<file path="src/rtl/clock_12h_core.sv">
// -----------------------------------------------------------------------------
// clock_12h_core
// Timekeeping stage for a 12-hour clock display. A prescaler divides the board
// clock into a seconds advance; time is kept as BCD hh:mm:ss plus an AM/PM
// flag. A time-set mode suspends counting and accepts hour/minute increment
// pulses.
//
// Ports:
//   clk       board clock, all state changes on its rising edge
//   rst       asynchronous, active-high reset (time 12:00:00 AM)
//   en        run enable; 0 freezes prescaler and time
//   speed     0 = DIV_SLOW clocks per second, 1 = DIV_FAST
//   set_mode  1 = time-set mode, counting suspended
//   inc_hr    one-clk pulse, hour +1 while in set mode
//   inc_min   one-clk pulse, minute +1 (no carry) while in set mode
//   hr_tens / hr_ones / min_tens / min_ones / sec_tens / sec_ones
//             BCD display digits, straight from state registers
//   pm        0 = AM, 1 = PM
//   sec_tick  one-clk strobe on every seconds advance
// -----------------------------------------------------------------------------
module clock_12h_core #(
  parameter int unsigned DIV_SLOW = 100000000,
  parameter int unsigned DIV_FAST = 1000000,
  parameter int unsigned CNT_W    = 27
) (
  input  logic       clk,
  input  logic       rst,
  input  logic       en,
  input  logic       speed,
  input  logic       set_mode,
  input  logic       inc_hr,
  input  logic       inc_min,
  output logic       hr_tens,
  output logic [3:0] hr_ones,
  output logic [2:0] min_tens,
  output logic [3:0] min_ones,
  output logic [2:0] sec_tens,
  output logic [3:0] sec_ones,
  output logic       pm,
  output logic       sec_tick
);

  // Two-digit BCD value in the range 00..59 (minutes, seconds).
  typedef struct packed {
    logic [2:0] tens;
    logic [3:0] ones;
  } bcd60_t;

  // Hour in the range 01..12 together with the AM/PM flag, since the flag
  // only ever changes as a side effect of the hour stepping 11 -> 12.
  typedef struct packed {
    logic       tens;
    logic [3:0] ones;
    logic       pm;
  } hour_t;

  localparam logic [CNT_W-1:0] LAST_SLOW = CNT_W'(DIV_SLOW - 1);
  localparam logic [CNT_W-1:0] LAST_FAST = CNT_W'(DIV_FAST - 1);
  localparam hour_t  HOUR_RST = '{tens: 1'b1, ones: 4'd2, pm: 1'b0};
  localparam bcd60_t ZERO60   = '{tens: 3'd0, ones: 4'd0};

  // ---------------------------------------------------------------------------
  // Digit arithmetic
  // ---------------------------------------------------------------------------
  function automatic bcd60_t inc60(input bcd60_t v);
    bcd60_t r;
    if (v.ones == 4'd9) begin
      r.ones = 4'd0;
      r.tens = (v.tens == 3'd5) ? 3'd0 : v.tens + 3'd1;
    end else begin
      r.ones = v.ones + 4'd1;
      r.tens = v.tens;
    end
    return r;
  endfunction

  function automatic logic is_59(input bcd60_t v);
    return (v.tens == 3'd5) && (v.ones == 4'd9);
  endfunction

  // 12 -> 01 -> ... -> 09 -> 10 -> 11 -> 12; pm flips only on 11 -> 12.
  function automatic hour_t inc_hour(input hour_t h);
    hour_t r;
    r = h;
    if (h.tens && h.ones == 4'd2) begin
      r.tens = 1'b0;
      r.ones = 4'd1;
    end else if (!h.tens && h.ones == 4'd9) begin
      r.tens = 1'b1;
      r.ones = 4'd0;
    end else begin
      r.ones = h.ones + 4'd1;
      if (h.tens && h.ones == 4'd1) r.pm = ~h.pm;
    end
    return r;
  endfunction

  // ---------------------------------------------------------------------------
  // State
  // ---------------------------------------------------------------------------
  logic [CNT_W-1:0] pcnt_q, pcnt_n;
  hour_t            hour_q, hour_n;
  bcd60_t           min_q,  min_n;
  bcd60_t           sec_q,  sec_n;
  logic             tick_q, tick_n;
  logic             set_q;            // set_mode seen on the previous edge
  logic [CNT_W-1:0] last;

  assign last = speed ? LAST_FAST : LAST_SLOW;

  // ---------------------------------------------------------------------------
  // Next-state logic
  // ---------------------------------------------------------------------------
  always_comb begin
    // NOTE: every output of this block gets a default first, so no path
    // leaves a value unassigned and no latch is inferred.
    pcnt_n = pcnt_q;
    hour_n = hour_q;
    min_n  = min_q;
    sec_n  = sec_q;
    tick_n = 1'b0;

    if (set_mode) begin
      // Prescaler parked at 0 so leaving set mode gives a full period before
      // the first advance. Increments are honoured regardless of en.
      pcnt_n = '0;
      if (!set_q)  sec_n  = ZERO60;
      if (inc_min) min_n  = inc60(min_q);
      if (inc_hr)  hour_n = inc_hour(hour_q);
    end else if (en) begin
      // >= rather than == so a switch to fast speed with the count already
      // beyond the fast limit still fires on the next cycle.
      if (pcnt_q >= last) begin
        pcnt_n = '0;
        tick_n = 1'b1;
        sec_n  = inc60(sec_q);
        if (is_59(sec_q)) begin
          min_n = inc60(min_q);
          if (is_59(min_q)) hour_n = inc_hour(hour_q);
        end
      end else begin
        pcnt_n = pcnt_q + 1'b1;
      end
    end
  end

  // ---------------------------------------------------------------------------
  // Registers
  // ---------------------------------------------------------------------------
  always_ff @(posedge clk or posedge rst) begin
    if (rst) begin
      pcnt_q <= '0;
      hour_q <= HOUR_RST;
      min_q  <= ZERO60;
      sec_q  <= ZERO60;
      tick_q <= 1'b0;
      set_q  <= 1'b0;
    end else begin
      // NOTE: non-blocking assignments so every register samples the values
      // from before this edge, independent of statement order.
      pcnt_q <= pcnt_n;
      hour_q <= hour_n;
      min_q  <= min_n;
      sec_q  <= sec_n;
      tick_q <= tick_n;
      set_q  <= set_mode;
    end
  end

  assign hr_tens  = hour_q.tens;
  assign hr_ones  = hour_q.ones;
  assign pm       = hour_q.pm;
  assign min_tens = min_q.tens;
  assign min_ones = min_q.ones;
  assign sec_tens = sec_q.tens;
  assign sec_ones = sec_q.ones;
  assign sec_tick = tick_q;

endmodule

</file>
<file path="config.mk">
export PLATFORM = sky130hd
export DESIGN_NAME = clock_12h_core
export DESIGN_NICKNAME = d
export VERILOG_FILES = /design/src/rtl/clock_12h_core.sv
export SDC_FILE = /design/constraint.sdc
export NUM_CORES = 1
export LEC_CHECK = 0
export ABC_CLOCK_PERIOD_IN_PS = 6150
export CORE_MARGIN = 1.5
export CORE_UTILIZATION = 62
export CTS_BUF_LIST = sky130_fd_sc_hd__clkbuf_16
export DETAILED_ROUTE_END_ITERATION = 16
export HOLD_SLACK_MARGIN = 0.03
export PLACE_DENSITY = 0.87
export SYNTH_ARGS = -nofsm -noshare
export SYNTH_HDL_FRONTEND = slang
export SYNTH_SLANG_ARGS = --single-unit
</file>
<file path="constraint.sdc">
create_clock -name clk -period 6.15 [get_ports clk]
set_input_delay 1.23 -clock clk [delete_from_list [all_inputs] [get_ports clk]]
set_output_delay 1.23 -clock clk [all_outputs]
set_load 0.02 [all_outputs]
</file>
==> results.md <==
- Outcome: complete, no violations
- Fmax: ~230 MHz
- Syn Inst Count: 299
- Clock Latency Late Sink: 0.30 ns
- Async SR Flop Fraction: 100%
- Most frequent cells in the layout: 47 x dfrtp_1, 29 x nor2_1, 27 x clkdlybuf4s50_1, 24 x nand2_1, 19 x ha_1
- DRC Markers: 0
- CP startpoint kind: primary input
- Clk root buf: clkbuf_16
- Iteration-0 DRC Markers: 146
- Main combinational cell family by area after synthesis: simple AND/OR/NAND/NOR gates
- Hold_ws: between 0.4 and 0.5 ns
- CP max FO: 24
- Vias in the first global route: 2,269
- Initial antenna violation count: 0
- Cell Pwr Density: 275 nW/um2
- P_leak: around 1.5 nW
- DRT Wirelength: between 5 and 6 mm
- Worst Max-Slew Pin Slew: approximately 0.98 ns
- Setup WS pre-CTS: roughly 1.6 ns
- Critical path data arrival time: 4.50 ns
- Clock Pin Slew Worst Setup and Hold Paths: around 0.07 ns
- Congestion Overflow GR: 0
- Number of buffers added on ports: 27
- Reg2reg start: pcnt_q[13]$_DFFE_PP0P_
- Post-synthesis sequential area ratio: 42.6%
- Share of cells above drive strength 1: under 10%
- Mux cell area share after synthesis: 2.34%
- Via count: 2,346
- PnR worst setup slack: 1.88 ns
- Clock tree sinks: 49
- GR met3 Demand/Resource: under 10%
- Fill count: 302
- Worst vdd ir: 254 uV
- Post-synthesis register bit count: 49
- Core area: approximately 4400 um2
- Routability cong.: 0.852
- GRT Util Overall: roughly a quarter
- Post-synthesis xor/xnor area fraction: between 6 and 7%
- Met2 Track Usage GR: slightly below 40%
- Setup violations, final: 0
- Clock H-tree levels: 2
- Synth Area in Compound Gates: around 15%
- Syn Area/Cell: around 9.6 um2
- Die area: 5070 um2
- Post-synth top area cell: dfrtp_1
- Pre-Repair DR Iteration Count: 5
- Via/cell ratio: 6.22
- Layout Utilization: between 70% and 80%
- Worst min-delay path class: flop to flop
- Final period utilization: slightly below 70%
- Combinational power share: between 20% and 30%
- Final HPWL from detailed placement: around 4.0 mm
- Final Skew: roughly 0.013 ns
- Final Max Tran Viols: 0
- Post-layout minimum cycle time: between 4 and 5 ns
- GR peak layer: met2
- Cell-internal power: 626 uW
- Global-route wire length before repair: between 10 and 15 mm
- Post-CTS Resized: 0
- Yosys warnings: 0
- Post-synth cell types: 52
- CTS tree: yes
- Cell row count: 24
- Simple-gate share of the synthesized area: approximately 23%
- Bufs on Longest Clock Path: 2
- Register share of total power: between 40% and 50%
- Die Y: ~70 um
- Total power draw: 917 uW
- WP data required: about 6.4 ns
- Clock share of power: about 29%
- Switching Share: a little under a third
- Hold Path End: pm$_DFFE_PP0P_
- Final Hold Vio Count: 0
- Commonest non-fill, non-tap cell in the layout: dfrtp_1
- # diodes: 0
- Synth-to-Final Area Change: 15.5%
- Routing usage on met1: 35.4%
- DIE WIDTH: approximately 71 um
- Top-level I/O count: 28
- Reg2Reg Depth: 8
- Hold Startpoint: pm$_DFFE_PP0P_
- Post-CTS Setup Bufs: 0
- Maxcap violations: 0
- RSZ-0062 raised after global routing: false
- Flop-to-flop setup slack: 3.19 ns
- Final nets: 350
- Detail Route Antenna Nets: 0
- Net switching power: between 200 and 300 uW
- Largest net degree at the start of global routing: 50
- Initial Util: between 60% and 70%
- Hold Crit Depth: 1
- Worst Setup End Kind: flop
- Setup CP Type: primary input to flop
- Synth Area in Adders: under 10%
- Fin Setup TNS: 0 ns
- Post-Syn Area: about 2900 um2
- CTS Hold Bufs: 0
- RR Endpoint: sec_ones[1]$_DFFE_PP0P_
- CTS Buf Count: 5
- Drt wl/cell: between 15 and 20 um
- Synth top area cells: dfrtp_1 41%, ha_1 8.3%, xor2_1 4.9%, nor2_1 3.8%, nand3_1 3.1%
- Ys flop type: dfrtp_1
- Post-synth EDFFs: 0
- Syn Nets: 325
- Top-area cell type share of the netlist area: roughly 41%
- Slew HR: approximately a third
## metal layers
metal / vias up / wire (um)
li1: 1133 / -
met1: 1158 / 2730
met2: 48 / 2760
met3: 7 / 259
met4: 0 / 86
met5: - / 0
## synthesized netlist by cell type, types with 2 or more instances
cell type	count
xor2_1	16
mux2i_1	3
nor3_1	9
nand3_1	18
ha_1	19
nand4b_1	5
mux2_2	2
o21ai_0	12
nand4_1	9
and3_1	5
nand2b_1	3
a211o_1	4
and4_1	3
dfrtp_1	47
o211ai_1	2
or3_1	4
nor2b_1	5
a21oi_1	16
clkbuf_1	8
a31o_2	2
nand2_1	24
a21o_1	3
dfstp_2	2
xnor2_1	7
nor4_1	3
nor2_1	29
o22ai_1	2
inv_1	11
a22o_1	3
## logic make-up after synthesis
logic type | Yosys count
compound gates | 56
xor+xnor | 23
fa+ha+maj | 19
buf+inv | 21
flops | 49
mux | 6
simple gates | 125
## flip-flops by register name (all words and copies together) (netlist names)
signal    cells
set_q         1
min_ones      4
sec_ones      4
sec_tick      1
min_tens      3
pm            1
pcnt_q       27
hr_ones       4
hr_tens       1
sec_tens      3
## worst max path at each step
stage                     startpoint                      end  slack, ns
after floorplan                speed   hr_ones[2]$_DFFE_PP0P_       2.59
after detailed placement       speed  sec_ones[1]$_DFFE_PP0P_       1.56
after CTS                      speed  sec_ones[1]$_DFFE_PP0P_       1.86
final                          speed  sec_ones[1]$_DFFE_PP0P_       1.88
after global placement         speed  sec_ones[1]$_DFFE_PP0P_       1.74
after global routing           speed   pcnt_q[24]$_DFFE_PP0P_       1.69
## stage by stage
stage,instance area (um2),std cells
3_5_place_dp,3180,369
4_1_cts,3330,377
5_1_grt,3330,377
6_report,3330,377
3_3_place_gp,3180,369
2_1_floorplan,2880,299
## layout make-up
class | instances | area (um2) | share of cell area [%]
inverter | 12 | 45.0 | 1.35
clock buffer | 5 | 125 | 3.76
timing repair buffer | 27 | 270 | 8.12
tap | 52 | 65.1 | 1.95
sequential | 49 | 1230 | 36.9
multi-input combinational | 229 | 1570 | 47.3
clock inverter | 3 | 20.0 | 0.602
## critical path, cell delays in order
cell             delay (ns)
clkdlybuf4s50_1        0.63
ha_1                   0.33
or4_1                  0.52
a211o_1                0.28
o2111a_2               0.30
o31ai_4                0.30
nand2_1                0.55
nand2_1                0.22
a21o_1                 0.14
## power by group through the flow
stage                     Clock [mW]  Combinational, mW  Sequential, mW
after floorplan                    0              0.116           0.440
after global placement             0              0.233           0.413
after detailed placement           0              0.238           0.415
after CTS                      0.271              0.239           0.410
after global routing           0.288              0.258           0.418
final                          0.269              0.238           0.411
(Power assumes the default switching activity.)
